$ cat src/rtl/legv8_ctrl_pkg.sv
// Shared encodings for the LEGv8 multi-cycle control sequencer: opcodes,
// FSM states, ALU operation codes, branch conditions and instruction classes.
package legv8_ctrl_pkg;

    typedef enum logic [2:0] {
        ST_FETCH     = 3'd0,
        ST_DECODE    = 3'd1,
        ST_EXECUTE   = 3'd2,
        ST_MEM       = 3'd3,
        ST_WRITEBACK = 3'd4
    } state_e;

    typedef enum logic [3:0] {
        ALU_ADD   = 4'd0,
        ALU_SUB   = 4'd1,
        ALU_AND   = 4'd2,
        ALU_ORR   = 4'd3,
        ALU_LSL   = 4'd4,
        ALU_PASSB = 4'd15
    } alu_op_e;

    typedef enum logic [3:0] {
        I_ADDI, I_SUBI, I_SUBIS, I_LDUR, I_STUR, I_LSL,
        I_ADD, I_SUB, I_AND, I_ORR, I_B, I_BCOND, I_ILLEGAL
    } iclass_e;

    localparam logic [9:0]  OP_ADDI  = 10'b1001000100;
    localparam logic [9:0]  OP_SUBI  = 10'b1101000100;
    localparam logic [9:0]  OP_SUBIS = 10'b1111000100;
    localparam logic [10:0] OP_LDUR  = 11'b11111000010;
    localparam logic [10:0] OP_STUR  = 11'b11111000000;
    localparam logic [10:0] OP_LSL   = 11'b11010011011;
    localparam logic [10:0] OP_ADD   = 11'b10001011000;
    localparam logic [10:0] OP_SUB   = 11'b11001011000;
    localparam logic [10:0] OP_AND   = 11'b10001010000;
    localparam logic [10:0] OP_ORR   = 11'b10101010000;
    localparam logic [5:0]  OP_B     = 6'b000101;
    localparam logic [7:0]  OP_BCOND = 8'b01010100;

    localparam logic [4:0]  XZR = 5'd31;

    localparam logic [3:0] COND_EQ = 4'd0,  COND_NE = 4'd1,  COND_HS = 4'd2,  COND_LO = 4'd3;
    localparam logic [3:0] COND_MI = 4'd4,  COND_PL = 4'd5,  COND_VS = 4'd6,  COND_VC = 4'd7;
    localparam logic [3:0] COND_HI = 4'd8,  COND_LS = 4'd9,  COND_GE = 4'd10, COND_LT = 4'd11;
    localparam logic [3:0] COND_GT = 4'd12, COND_LE = 4'd13, COND_AL = 4'd14, COND_NV = 4'd15;

    function automatic iclass_e decode_class(input logic [31:0] ir);
        iclass_e c;
        c = I_ILLEGAL;
        if      (ir[31:22] == OP_ADDI)  c = I_ADDI;
        else if (ir[31:22] == OP_SUBI)  c = I_SUBI;
        else if (ir[31:22] == OP_SUBIS) c = I_SUBIS;
        else if (ir[31:21] == OP_LDUR)  c = I_LDUR;
        else if (ir[31:21] == OP_STUR)  c = I_STUR;
        else if (ir[31:21] == OP_LSL)   c = I_LSL;
        else if (ir[31:21] == OP_ADD)   c = I_ADD;
        else if (ir[31:21] == OP_SUB)   c = I_SUB;
        else if (ir[31:21] == OP_AND)   c = I_AND;
        else if (ir[31:21] == OP_ORR)   c = I_ORR;
        else if (ir[31:26] == OP_B)     c = I_B;
        else if (ir[31:24] == OP_BCOND) c = I_BCOND;
        return c;
    endfunction

    // Odd codes are the complement of the even code below them, except AL/NV.
    function automatic logic cond_true(input logic [3:0] cond, input logic [3:0] nzcv);
        logic n, z, c, v, base;
        {n, z, c, v} = nzcv;
        case (cond)
            COND_EQ, COND_NE: base = z;
            COND_HS, COND_LO: base = c;
            COND_MI, COND_PL: base = n;
            COND_VS, COND_VC: base = v;
            COND_HI, COND_LS: base = c & ~z;
            COND_GE, COND_LT: base = (n == v);
            COND_GT, COND_LE: base = ~z & (n == v);
            default:          base = 1'b1;
        endcase
        return (cond[0] && cond != COND_NV) ? ~base : base;
    endfunction

endpackage

$ cat src/rtl/legv8_imm_gen.sv
// Immediate (K) extraction for each LEGv8 instruction format, sign- or
// zero-extended to the datapath width.
module legv8_imm_gen
    import legv8_ctrl_pkg::*;
#(
    parameter int DATA_WIDTH = 64
) (
    input  logic [25:0]           ir_i,
    input  iclass_e               iclass_i,
    output logic [DATA_WIDTH-1:0] k_o
);

    always_comb begin
        k_o = '0;
        case (iclass_i)
            I_ADDI, I_SUBI, I_SUBIS: k_o = {{(DATA_WIDTH-12){1'b0}}, ir_i[21:10]};
            I_LDUR, I_STUR:          k_o = {{(DATA_WIDTH-9){ir_i[20]}}, ir_i[20:12]};
            I_LSL:                   k_o = {{(DATA_WIDTH-6){1'b0}}, ir_i[15:10]};
            I_B:                     k_o = {{(DATA_WIDTH-26){ir_i[25]}}, ir_i[25:0]};
            I_BCOND:                 k_o = {{(DATA_WIDTH-19){ir_i[23]}}, ir_i[23:5]};
            default:                 k_o = '0;
        endcase
    end

endmodule

$ cat src/rtl/legv8_multicycle_control.sv
// Multi-cycle LEGv8 control sequencer: fetch/decode/execute/memory/writeback
// FSM with memory handshakes, a data-memory timeout and a registered NZCV.
module legv8_multicycle_control
    import legv8_ctrl_pkg::*;
#(
    parameter int DATA_WIDTH  = 64,
    parameter int MEM_TIMEOUT = 16
) (
    input  logic                  clock,
    input  logic                  reset,
    output logic                  instr_req,
    input  logic                  instr_ready,
    input  logic [31:0]           instr_data,
    input  logic [3:0]            alu_status,
    output logic                  dmem_req,
    output logic                  dmem_we,
    input  logic                  dmem_ready,
    output logic                  ir_load,
    output logic                  rf_we,
    output logic [4:0]            rf_wa,
    output logic [4:0]            rf_ra,
    output logic [4:0]            rf_rb,
    output logic [3:0]            alu_op,
    output logic                  alu_b_is_k,
    output logic                  wb_from_mem,
    output logic                  pc_inc,
    output logic                  pc_branch,
    output logic [DATA_WIDTH-1:0] k,
    output logic [3:0]            flags_q,
    output logic                  illegal,
    output logic                  bus_error,
    output logic [2:0]            state
);

    localparam int TW = (MEM_TIMEOUT > 1) ? $clog2(MEM_TIMEOUT) : 1;

    state_e                state_q;
    logic [31:0]           ir_q;
    logic [TW-1:0]         tmo_q;
    logic [4:0]            rf_wa_q, rf_ra_q, rf_rb_q;
    alu_op_e               alu_op_q;
    logic                  b_is_k_q;
    logic [DATA_WIDTH-1:0] k_q;
    logic [3:0]            nzcv_q;

    iclass_e               cls;
    logic [DATA_WIDTH-1:0] imm;
    alu_op_e               alu_op_d;
    logic                  b_is_k_d;
    logic [4:0]            rf_rb_d;
    logic                  is_alu, wb_ok, cond_ok, tmo_hit;

    // The IR stays valid until the next fetch, so the class is re-derived from it in every state.
    assign cls     = decode_class(ir_q);
    assign is_alu  = cls inside {I_ADDI, I_SUBI, I_SUBIS, I_LSL, I_ADD, I_SUB, I_AND, I_ORR};
    assign wb_ok   = (rf_wa_q != XZR);
    assign cond_ok = cond_true(ir_q[3:0], nzcv_q);
    assign tmo_hit = (MEM_TIMEOUT != 0) && (tmo_q == TW'(MEM_TIMEOUT - 1));

    legv8_imm_gen #(.DATA_WIDTH(DATA_WIDTH)) u_imm_gen (
        .ir_i     (ir_q[25:0]),
        .iclass_i (cls),
        .k_o      (imm)
    );

    always_comb begin
        alu_op_d = ALU_ADD;
        b_is_k_d = 1'b1;
        rf_rb_d  = (cls == I_STUR) ? ir_q[4:0] : ir_q[20:16];
        case (cls)
            I_SUBI, I_SUBIS, I_SUB: alu_op_d = ALU_SUB;
            I_AND:                  alu_op_d = ALU_AND;
            I_ORR:                  alu_op_d = ALU_ORR;
            I_LSL:                  alu_op_d = ALU_LSL;
            I_B, I_BCOND:           alu_op_d = ALU_PASSB;
            default:                alu_op_d = ALU_ADD;
        endcase
        if (cls inside {I_ADD, I_SUB, I_AND, I_ORR}) b_is_k_d = 1'b0;
    end

    always_ff @(posedge clock or negedge reset) begin
        if (!reset) begin
            state_q  <= ST_FETCH;
            ir_q     <= '0;
            tmo_q    <= '0;
            rf_wa_q  <= '0;
            rf_ra_q  <= '0;
            rf_rb_q  <= '0;
            alu_op_q <= ALU_ADD;
            b_is_k_q <= 1'b0;
            k_q      <= '0;
            nzcv_q   <= '0;
        end else begin
            case (state_q)
                ST_FETCH: begin
                    if (instr_ready) begin
                        ir_q    <= instr_data;
                        state_q <= ST_DECODE;
                    end
                end
                ST_DECODE: begin
                    if (cls == I_ILLEGAL) begin
                        state_q <= ST_FETCH;
                    end else begin
                        rf_wa_q  <= ir_q[4:0];
                        rf_ra_q  <= ir_q[9:5];
                        rf_rb_q  <= rf_rb_d;
                        alu_op_q <= alu_op_d;
                        b_is_k_q <= b_is_k_d;
                        k_q      <= imm;
                        state_q  <= ST_EXECUTE;
                    end
                end
                ST_EXECUTE: begin
                    if (cls == I_SUBIS) nzcv_q <= alu_status;
                    tmo_q   <= '0;
                    state_q <= (cls inside {I_LDUR, I_STUR}) ? ST_MEM : ST_FETCH;
                end
                ST_MEM: begin
                    // A ready arriving in the timeout cycle still completes the access.
                    if (dmem_ready)
                        state_q <= (cls == I_STUR) ? ST_FETCH : ST_WRITEBACK;
                    else if (tmo_hit)
                        state_q <= ST_FETCH;
                    else if (MEM_TIMEOUT != 0)
                        tmo_q <= tmo_q + 1'b1;
                end
                ST_WRITEBACK: state_q <= ST_FETCH;
                default:      state_q <= ST_FETCH;
            endcase
        end
    end

    always_comb begin
        instr_req   = 1'b0;
        ir_load     = 1'b0;
        illegal     = 1'b0;
        rf_we       = 1'b0;
        wb_from_mem = 1'b0;
        pc_inc      = 1'b0;
        pc_branch   = 1'b0;
        dmem_req    = 1'b0;
        dmem_we     = 1'b0;
        bus_error   = 1'b0;
        case (state_q)
            ST_FETCH: begin
                instr_req = 1'b1;
                ir_load   = instr_ready;
            end
            ST_DECODE: begin
                illegal = (cls == I_ILLEGAL);
                pc_inc  = (cls == I_ILLEGAL);
            end
            ST_EXECUTE: begin
                if (is_alu) begin
                    rf_we  = wb_ok;
                    pc_inc = 1'b1;
                end else if (cls == I_B) begin
                    pc_branch = 1'b1;
                end else if (cls == I_BCOND) begin
                    pc_branch = cond_ok;
                    pc_inc    = ~cond_ok;
                end
            end
            ST_MEM: begin
                dmem_req = 1'b1;
                dmem_we  = (cls == I_STUR);
                if (dmem_ready) begin
                    pc_inc = (cls == I_STUR);
                end else if (tmo_hit) begin
                    bus_error = 1'b1;
                    pc_inc    = 1'b1;
                end
            end
            ST_WRITEBACK: begin
                rf_we       = wb_ok;
                wb_from_mem = 1'b1;
                pc_inc      = 1'b1;
            end
            default: ;
        endcase
    end

    assign rf_wa      = rf_wa_q;
    assign rf_ra      = rf_ra_q;
    assign rf_rb      = rf_rb_q;
    assign alu_op     = alu_op_q;
    assign alu_b_is_k = b_is_k_q;
    assign k          = k_q;
    assign flags_q    = nzcv_q;
    assign state      = state_q;

endmodule
$ cat config.mk
export PLATFORM = sky130hd
export DESIGN_NAME = legv8_multicycle_control
export DESIGN_NICKNAME = d
export VERILOG_FILES = /design/src/rtl/legv8_ctrl_pkg.sv /design/src/rtl/legv8_imm_gen.sv /design/src/rtl/legv8_multicycle_control.sv
export SDC_FILE = /design/constraint.sdc
export NUM_CORES = 1
export LEC_CHECK = 0
export CORE_UTILIZATION = 30
export DETAILED_ROUTE_END_ITERATION = 10
export PLACE_DENSITY = 0.61
export SYNTH_ARGS = -nofsm -noshare
export SYNTH_HDL_FRONTEND = slang
export SYNTH_SLANG_ARGS = --single-unit
$ cat constraint.sdc
create_clock -name clock -period 4.5 [get_ports clock]
set_input_delay 0.9 -clock clock [delete_from_list [all_inputs] [get_ports clock]]
set_output_delay 0.9 -clock clock [all_outputs]
set_load 0.03 [all_outputs]
==> results.py, run 1 <==
metrics = {
    "timing": {
        "fin_tns_setup_ns": 0,
        "final_hold_viol_count": 0,
        "setup_viol_count_final": 0,
        "timing.final.crit_period_ns": 4.32,
        "post-route-period-util": 0.961,
        "tightest_slew_ns": 0.968,
        "fmax_mhz": 231,
        "fin_skew_ns": 0.00745,
        "drv_slew": 0,
        "slew_headroom": 0.355,
    },
    "setup_path": {
        "slowest_delay_ns": 0.42,
        "start_kind": "register",
        "r2r_cells": 12,
        "r2r_start": "ir_q[21]",
        "cp.buffers_inverters": 3,
        "cp_top_family": "simple AND/OR/NAND/NOR gates",
        "slowest_stage": "dfrtp_1",
        "worstPathCellList": "nor4b_4, buf_4, and4_4, or3_1, a211o_1, and2_1, ha_1, nor3_2, nor2b_1, buf_4, nor4_1, and4_2, buf_12",
        "arrival_ns": 3.42,
        "cp_common_cell": "buf_4",
        "endpoint_kind": "output pin",
        "crit_fanout": 7,
        "crit_cells": 13,
        "crit_required_ns": 3.60,
        "r2r_slack_ns": 1.25,
        "path_class": "reg -> out",
        "critPathLaunch": "ir_q[27]",
    },
    "die": {
        "core_area_mm2": 0.0160,
        "fp-row-count": 46,
        "io_pins": 141,
        "die-width_um": 130,
        "start_util": 0.309,
        "die_area_mm2": 0.0170,
        "die_h_um": 130,
    },
    "finish": {
        "fin_nets": 608,
        "drive_gt1_frac": 0.217,
        "area_growth_pct": 34.1,
        "final_area_mm2": 0.00663,
        "post-route-util": 0.414,
        "fill_cells": 1559,
        "final_cells": 783,
        "antenna_cells": 0,
    },
    "logic_synthesis": {
        "async_flop_share": 1.00,
        "synth_edf_count": 0,
        "synth_top_area_frac": 0.451,
        "syn_area_per_cell_um2": 10.7,
        "seq_area_frac_synth": 0.451,
        "netlist_instances": 462,
        "ys_warn_count": 0,
        "syn_nets": 507,
        "synth_area_leaders": "dfrtp_1, mux2_2, buf_4",
        "yosysTopAreaCell": "dfrtp_1",
        "synth-main-ff-cell": "dfrtp_1",
        "yosysUniqueCellTypes": 63,
        "ys_seq_elements": 89,
        "syn-cell-area_mm2": 0.00494,
    },
    "cts": {
        "cts-root-buf": "clkbuf_16",
        "hold_buffers": 0,
        "numCtsBuffers": 9,
        "htreeDepth": 3,
        "clkLatencyLatePin_ns": 0.34,
        "cts_buffer_depth": 2,
        "clock-sinks": 89,
        "cts_tree": "done",
        "clkTransAtPathRegs_ns": 0.06,
    },
    "min_path": {
        "whs_path_depth": 2,
        "min_path_type": "reg -> reg",
        "hp-start": "k[14]",
    },
    "global_routing": {
        "grt_max_degree": 51,
        "grt_antenna_before_repair": 0,
        "grt_use_total": 0.162,
        "overflow": 0,
        "grt_pass1_wl_mm": 20.6,
        "grt_pass1_vias": 3696,
    },
    "drt": {
        "firstDrtPassIters": 5,
        "wl_per_cell_um": 17.1,
        "ant_nets": 0,
        "drc": 0,
        "viasPerCell": 5.00,
        "vias": 3915,
        "wl_mm": 13.4,
        "drt_iter0_markers": 240,
    },
    "place": {
        "dp_hpwl_mm": 10.1,
        "placed_area_mm2": 0.00628,
        "place_congestion": 0.837,
        "port_buffers": 140,
        "place_inst": 765,
    },
    "pwr": {
        "powerDensity_mw_per_mm2": 379,
        "p_leak_uw": 0.00269,
        "max-vdd-ir-drop_mv": 0.266,
    },
    "status": {
        "status": "completed",
    },
    "run": {
        "cap_viol_max_count": 0,
    },
}
-- placed cells by master (no fill, tap or decap), types with 3 or more instances in the layout --
cell             Yosys  routed
a211oi_1             5       5
a21oi_1              3       3
a221oi_1            21      21
a22o_1              12      12
and2_1               6       6
and3_1               4       4
buf_4               40      17
clkbuf_16            0       9
clkdlybuf4s50_1      0     136
dfrtp_1             89      86
dfrtp_2              0       3
ha_1                 5       5
inv_1                8       8
mux2_2              37      37
mux2i_1              7       7
nand2_1             77      77
nand3_1              5       5
nand4_1              4       4
nor2_1              14      13
nor2b_1              4       4
nor3_1               5       4
o21ai_0              6       6
o21ai_1             14      14
o21ai_2             21      21
-- through the flow --
stage / power (µW) / setup slack [ns] / hold slack, ns
after global placement: 1760 / 0.268 / 0.467
final: 2510 / 0.176 / 0.478
after CTS: 2530 / 0.0132 / 0.486
after floorplan: 1470 / 0.588 / 0.479
after global routing: 2630 / -0.0283 / 0.506
after detailed placement: 1770 / 0.198 / 0.462
-- Yosys cell counts (all sizes together) (2+ instances only) --
cell type / count
a211oi: 5
a21boi: 2
a21oi: 4
a221oi: 21
a22o: 12
a31oi: 2
and2: 6
and3: 6
and4: 5
and4bb: 2
buf: 56
clkbuf: 10
dfrtp: 89
ha: 5
inv: 8
mux2: 37
mux2i: 7
nand2: 78
nand3: 6
nand3b: 2
nand4: 4
nor2: 14
nor2b: 4
nor3: 6
nor4b: 3
o21ai: 41
o22ai: 3
o31ai: 2
or3: 2
-- layout make-up --
type | instances | area (µm²) | share of cell area
clock buffers | 11 | 243 | 0.0366
clock inverters | 4 | 53.8 | 0.00812
inverters | 8 | 30.0 | 0.00453
multi-input cells | 300 | 2270 | 0.343
flip-flops and latches | 89 | 2230 | 0.337
well taps | 216 | 270 | 0.0408
repair buffers | 155 | 1530 | 0.231
-- layer usage --
layer	vias up	GRT usage	share of wire
met3	21	0.0295	0.063
li1	1832	-	-
met5	-	0	0
met1	1889	0.236	0.49
met4	0	0.0684	0.022
met2	173	0.232	0.42
-- power breakdown --
| part | internal [µW] | leakage [µW] | switching (µW) | total (µW) |
|---|---|---|---|---|
| clock | 443 | 0.000138 | 306 | 750 |
| combinational | 311 | 0.00142 | 342 | 654 |
| sequential | 935 | 0.00114 | 175 | 1110 |
| total | 1690 | 0.00269 | 824 | 2510 |
-- what timing repair did --
| action | CTS | global route |
|---|---|---|
| cloned | 0 | 1 |
| pin swaps | 0 | 1 |
| resized for setup | 1 | 7 |
| setup buffers | 0 | 2 |
| setup endpoints to repair | 2 | 3 |
-- flip-flops by register name (all words and copies together) (netlist names) --
name	cells
flags_q	4
alu_op	4
rf_rb	5
k	26
state	3
ir_q	32
rf_ra	5
alu_b_is_k	1
rf_wa	5
tmo_q	4
-- logic make-up after synthesis --
family                   share of synthesized area
buffers and inverters                       0.0970
multiplexers                                 0.103
XOR/XNOR                                   0.00355
flip-flops                                   0.451
AND/OR/NAND/NOR                              0.164
adder cells (fa/ha/maj)                     0.0127
AO/OA/AOI/OAI                                0.169
-- path summary, 6_finish.rpt --
kind                              to
setup / recovery           pc_branch
hold / removal                 k[14]
setup reg to reg               k[62]
hold reg to reg                k[14]
max in group asynchronous   ir_q[24]
min in group asynchronous   rf_ra[2]
-- tightest hold or removal path: stages, from the launching register on --
cell and delay [ns]:
dfrtp_1 0.34, nand2_1 0.06, o21ai_2 0.05
No activity file was read; power rests on OpenSTA's default activity.
==> run 2, diff against run 1 <==
--- a/config.mk
+++ b/config.mk
@@ -5,6 +5,7 @@
 export SDC_FILE = /design/constraint.sdc
 export NUM_CORES = 1
 export LEC_CHECK = 0
+export CORE_MARGIN = 2
 export CORE_UTILIZATION = 30
 export DETAILED_ROUTE_END_ITERATION = 10
 export PLACE_DENSITY = 0.61
==> results.py, run 2 (synthesis gave the netlist of run 1 again) <==
metrics = {
    "drt": {
        "viasPerCell": 5.07,
        "wl_mm": 14.1,
        "drc": 0,
        "routed-wl-met2_mm": 6.13,
        "ant_nets": 0,
        "wl_met3_um": 930,
        "wl_per_cell_um": 17.9,
        "wl_met1_mm": 6.69,
        "vias": 3983,
        "firstDrtPassIters": 4,
        "routed.top_layer": "met4",
        "drt_iter0_markers": 257,
    },
    "timing": {
        "drv_slew": 0,
        "setup_viol_count_final": 0,
        "post-route-period-util": 0.971,
        "final_hold_viol_count": 0,
        "tightest_slew_ns": 1.00,
        "fin_tns_setup_ns": 0,
        "slew_headroom": 0.330,
        "timing.final.crit_period_ns": 4.37,
        "holdWs_ns": 0.477,
        "fin_skew_ns": 0.00929,
        "fmax_mhz": 229,
    },
    "global_routing": {
        "grt_max_degree": 71,
        "grt_antenna_before_repair": 0,
        "grt_use_total": 0.159,
        "grt_pass1_vias": 3921,
        "overflow": 0,
        "grt_pass1_wl_mm": 21.8,
    },
    "pwr": {
        "p_leak_uw": 0.00270,
        "finalPower_uw": 2480,
        "max-vdd-ir-drop_mv": 0.313,
        "powerDensity_mw_per_mm2": 374,
    },
    "cts": {
        "htreeDepth": 3,
        "numCtsBuffers": 9,
        "clkTransAtPathRegs_ns": 0.06,
        "hold_buffers": 0,
        "cts_buffer_depth": 2,
        "clkLatencyLatePin_ns": 0.35,
        "cts-root-buf": "clkbuf_16",
        "cts_tree": "done",
        "clock-sinks": 89,
    },
    "place": {
        "port_buffers": 140,
        "placed_area_mm2": 0.00628,
        "place_congestion": 0.831,
        "dp_hpwl_mm": 10.5,
    },
    "finish": {
        "largest_reg_flops": 32,
        "layout_common_cells": "clkdlybuf4s50_1, dfrtp_1, nand2_1, mux2_2",
        "area_growth_pct": 34.1,
        "final_area_mm2": 0.00662,
        "post-route-util": 0.414,
        "drive_gt1_frac": 0.219,
        "fin_nets": 611,
        "antenna_cells": 0,
        "layout_commonest_cell": "clkdlybuf4s50_1",
        "largest_register": "ir_q",
    },
    "setup_path": {
        "path_class": "reg -> out",
        "endpoint_kind": "output pin",
        "crit_fanout": 7,
        "start_kind": "register",
        "crit_required_ns": 3.60,
        "arrival_ns": 3.47,
    },
    "die": {
        "die-width_um": 132,
        "core_area_mm2": 0.0160,
        "start_util": 0.309,
        "die_area_mm2": 0.0175,
        "die_h_um": 132,
        "io_pins": 141,
        "fp-row-count": 46,
    },
    "min_path": {
        "min_path_type": "reg -> reg",
    },
    "status": {
        "status": "completed",
    },
    "run": {
        "cap_viol_max_count": 0,
    },
}
## run 2: cell count changes in the layout (fill, tap and decap cells not counted), sizes merged
cell	before	now
buf	19	22
bufinv	1	0
inv	8	9
## run 2: repair_timing
item,in CTS,in global routing
hold endpoints to repair,0,0
buffers inserted,0,4
cloned,0,1
endpoints found under the setup margin,2,3
resized for setup,2,5
pin swaps,0,4
## run 2: through the flow
stage / instances / worst slack, ns
3_3_place_gp: 766 / 0.225
5_1_grt: 786 / -0.0218
3_5_place_dp: 766 / 0.151
2_1_floorplan: 462 / 0.588
4_1_cts: 781 / 0.0356
6_report: 786 / 0.129
## run 2: layout make-up
| type | count | area, µm² |
|---|---|---|
| inverter | 8 | 30.0 |
| tap | 216 | 270 |
| clock buffer | 11 | 243 |
| multi-input combinational | 300 | 2270 |
| clock inverter | 4 | 28.8 |
| timing repair buffer | 158 | 1550 |
| fill | 1554 | 9380 |
| sequential | 89 | 2230 |
## run 2: worst max-delay path: stages (launching register included)
cell and delay (ns):
dfrtp_1 0.41, nor4b_4 0.14, buf_4 0.16, buf_4 0.14, nand2_1 0.05, nor3_1 0.05, or3_1 0.37, a211o_1 0.25
and2_1 0.18, ha_1 0.24, nor3_2 0.23, nor2b_1 0.11, buf_4 0.18, nor4_1 0.16, and4_2 0.32, buf_12 0.13
## run 2: power by group
part	total (µW)	switching [µW]	leakage (µW)	internal, µW
clock	696	309	0.000128	387
sequential	1110	178	0.00114	935
combinational	667	351	0.00143	316
## run 2: worst paths after layout
kind                       slack [ns]         to     start  depth (start not counted)
max                              0.13  pc_branch  ir_q[27]                         15
min                              0.48       k[8]      k[8]                          2
max reg2reg                      1.13       k[2]  ir_q[27]                         15
min reg2reg                      0.48       k[8]      k[8]                          2
max in group asynchronous        2.99   ir_q[24]     reset                          2
min in group asynchronous        0.65   rf_ra[1]     reset                          1
## run 2: per-layer routing
| metal | track usage | vias to the layer above |
|---|---|---|
| met1 | 0.224 | 1955 |
| met5 | 0 | - |
| met3 | 0.0396 | 21 |
| met4 | 0.0657 | 0 |
| met2 | 0.232 | 163 |
| li1 | - | 1844 |
==> run 3, diff against run 2 <==
--- a/config.mk
+++ b/config.mk
@@ -5,10 +5,13 @@
 export SDC_FILE = /design/constraint.sdc
 export NUM_CORES = 1
 export LEC_CHECK = 0
+export CAP_MARGIN = 20
+export CORE_ASPECT_RATIO = 1.2
 export CORE_MARGIN = 2
 export CORE_UTILIZATION = 30
 export DETAILED_ROUTE_END_ITERATION = 10
 export PLACE_DENSITY = 0.61
+export SETUP_SLACK_MARGIN = 0.5
 export SYNTH_ARGS = -nofsm -noshare
 export SYNTH_HDL_FRONTEND = slang
 export SYNTH_SLANG_ARGS = --single-unit
==> results.py, run 3 (synthesis gave the netlist of run 1 again) <==
metrics = {
    "status": {
        "status": "completed",
    },
    "timing": {
        "fin_skew_ns": 0.00611,
        "timing.final.crit_period_ns": 4.06,
        "worst_slack_ns": 0.437,
        "final_hold_viol_count": 0,
        "drv_slew": 0,
        "rsz0062_at_grt": "true",
        "fin_tns_setup_ns": 0,
        "fmax_mhz": 246,
        "tightest_slew_ns": 0.987,
        "slew_headroom": 0.342,
        "post-route-period-util": 0.903,
        "setup_viol_count_final": 0,
    },
    "min_path": {
        "min_path_type": "reg -> reg",
    },
    "die": {
        "die_h_um": 145,
        "core_area_mm2": 0.0162,
        "start_util": 0.305,
        "die-width_um": 121,
        "die_area_mm2": 0.0175,
        "io_pins": 141,
        "fp-row-count": 51,
    },
    "cts": {
        "cts_tree": "done",
        "clock-sinks": 89,
        "hold_buffers": 0,
        "clkLatencyLatePin_ns": 0.34,
        "cts_buffer_depth": 2,
        "clkTransAtPathRegs_ns": 0.06,
        "cts-root-buf": "clkbuf_16",
        "htreeDepth": 3,
        "numCtsBuffers": 9,
    },
    "setup_path": {
        "slowest_delay_ns": 0.44,
        "slowest_stage": "dfrtp_2",
        "path_class": "reg -> out",
        "worstPathCellList": "nor4b_4, buf_4, nand2_2, nor3_2, or3_1, a211o_1, and2_4, ha_4, nor3_4, nor2b_4, o41ai_2, a22oi_1, buf_4",
        "crit_fanout": 4,
        "start_kind": "register",
        "crit_required_ns": 3.60,
        "endpoint_kind": "output pin",
        "cp_common_cell": "buf_4",
        "arrival_ns": 3.16,
    },
    "drt": {
        "vias": 3991,
        "ant_nets": 0,
        "firstDrtPassIters": 4,
        "wl_mm": 14.5,
        "drt_iter0_markers": 200,
        "drc": 0,
        "wl_per_cell_um": 18.1,
        "viasPerCell": 4.99,
    },
    "finish": {
        "layout_common_cells": "clkdlybuf4s50_1, dfrtp_1, nand2_1, mux2_2, buf_4",
        "final_cells": 800,
        "fill_cells": 1591,
        "antenna_cells": 0,
        "multi_input_area_mm2": 0.00236,
        "seq_area_mm2": 0.00224,
        "area_growth_pct": 39.0,
        "fin_nets": 628,
        "layout_commonest_cell": "clkdlybuf4s50_1",
        "drive_gt1_frac": 0.279,
        "largest_reg_flops": 32,
        "largest_register": "ir_q",
    },
    "place": {
        "place_congestion": 0.843,
        "place_inst": 757,
        "port_buffers": 140,
        "dp_hpwl_mm": 10.6,
        "dp_slack_ns": 0.212,
    },
    "global_routing": {
        "grt_max_degree": 64,
        "grt_pass1_vias": 3955,
        "grt_use_total": 0.168,
        "grt_pass1_wl_mm": 22.4,
        "overflow": 0,
        "grt_antenna_before_repair": 0,
    },
    "pwr": {
        "p_leak_uw": 0.00283,
        "swShare": 0.336,
        "max-vdd-ir-drop_mv": 0.234,
        "finalPower_uw": 2590,
        "p_seq_frac": 0.426,
        "pwr-share-clk": 0.295,
        "powerDensity_mw_per_mm2": 378,
        "comb_power_share": 0.278,
        "p_int_uw": 1720,
        "p_sw_uw": 872,
    },
    "run": {
        "cap_viol_max_count": 0,
    },
}
## run 3: changes by cell type in the layout (fill, tap and decap cells not counted), sizes merged
cell and delta:
buf +17, inv +3, clkbuf -2, clkdlybuf4s50 -2, clkinvlp -2, bufinv +1
clkdlybuf4s15 +1, clkinv +1, dlygate4sd2 +1
## run 3: layout make-up
type / count / share of cell area
Tap cell: 212 / 0.0386
Clock buffer: 9 / 0.0328
Clock inverter: 7 / 0.0109
Sequential cell: 89 / 0.326
Timing Repair Buffer: 175 / 0.244
Multi-Input combinational cell: 300 / 0.344
Inverter: 8 / 0.00437
## run 3: worst paths after layout
path | startpoint | to | slack [ns] | cells past startpoint
worst max-delay path | ir_q[27] | rf_we | 0.44 | 13
worst min-delay path | k[22] | k[22] | 0.48 | 2
worst max register to register | ir_q[27] | k[0] | 1.21 | 15
worst min register to register | k[22] | k[22] | 0.48 | 2
max in group asynchronous | reset | ir_q[27] | 2.99 | 2
min in group asynchronous | reset | ir_q[14] | 0.63 | 1
## run 3: power by group through the flow
stage	registers, µW	logic, µW	clock network (µW)
3_5_place_dp	1140	644	0
2_1_floorplan	1170	297	0
4_1_cts	1110	723	786
6_report	1110	722	766
3_3_place_gp	1130	641	0
5_1_grt	1130	777	827
## run 3: per-layer routing
metal  up-vias  wire (µm)  track usage
met1      1942       6080        0.208
met3        20        743       0.0394
met2       155       7360        0.286
met4         0        320       0.0599
li1       1874          -            -
met5         -          0            0
## run 3: repair_timing
item | CTS | global route
resized for setup | 35 | 5
gates cloned | 1 | 0
setup endpoints to repair | 5 | 4
buffers inserted | 22 | 4
pin swaps | 13 | 10
## run 3: metrics by stage
stage | hold WS (ns) | utilization | instance area, µm²
CTS | 0.484 | 0.421 | 6820
detailed placement | 0.469 | 0.384 | 6230
finish | 0.480 | 0.424 | 6870
floorplan | 0.479 | - | 4940
global placement | 0.468 | 0.384 | 6230
global route | 0.504 | 0.424 | 6870
## run 3: critical path, delay by kind of cell, from the launching register on
family	cells	cell delay, ns
compound gates	3	0.80
fa+ha+maj	1	0.17
buf+inv	2	0.33
simple gates	7	1.07
flops	1	0.44
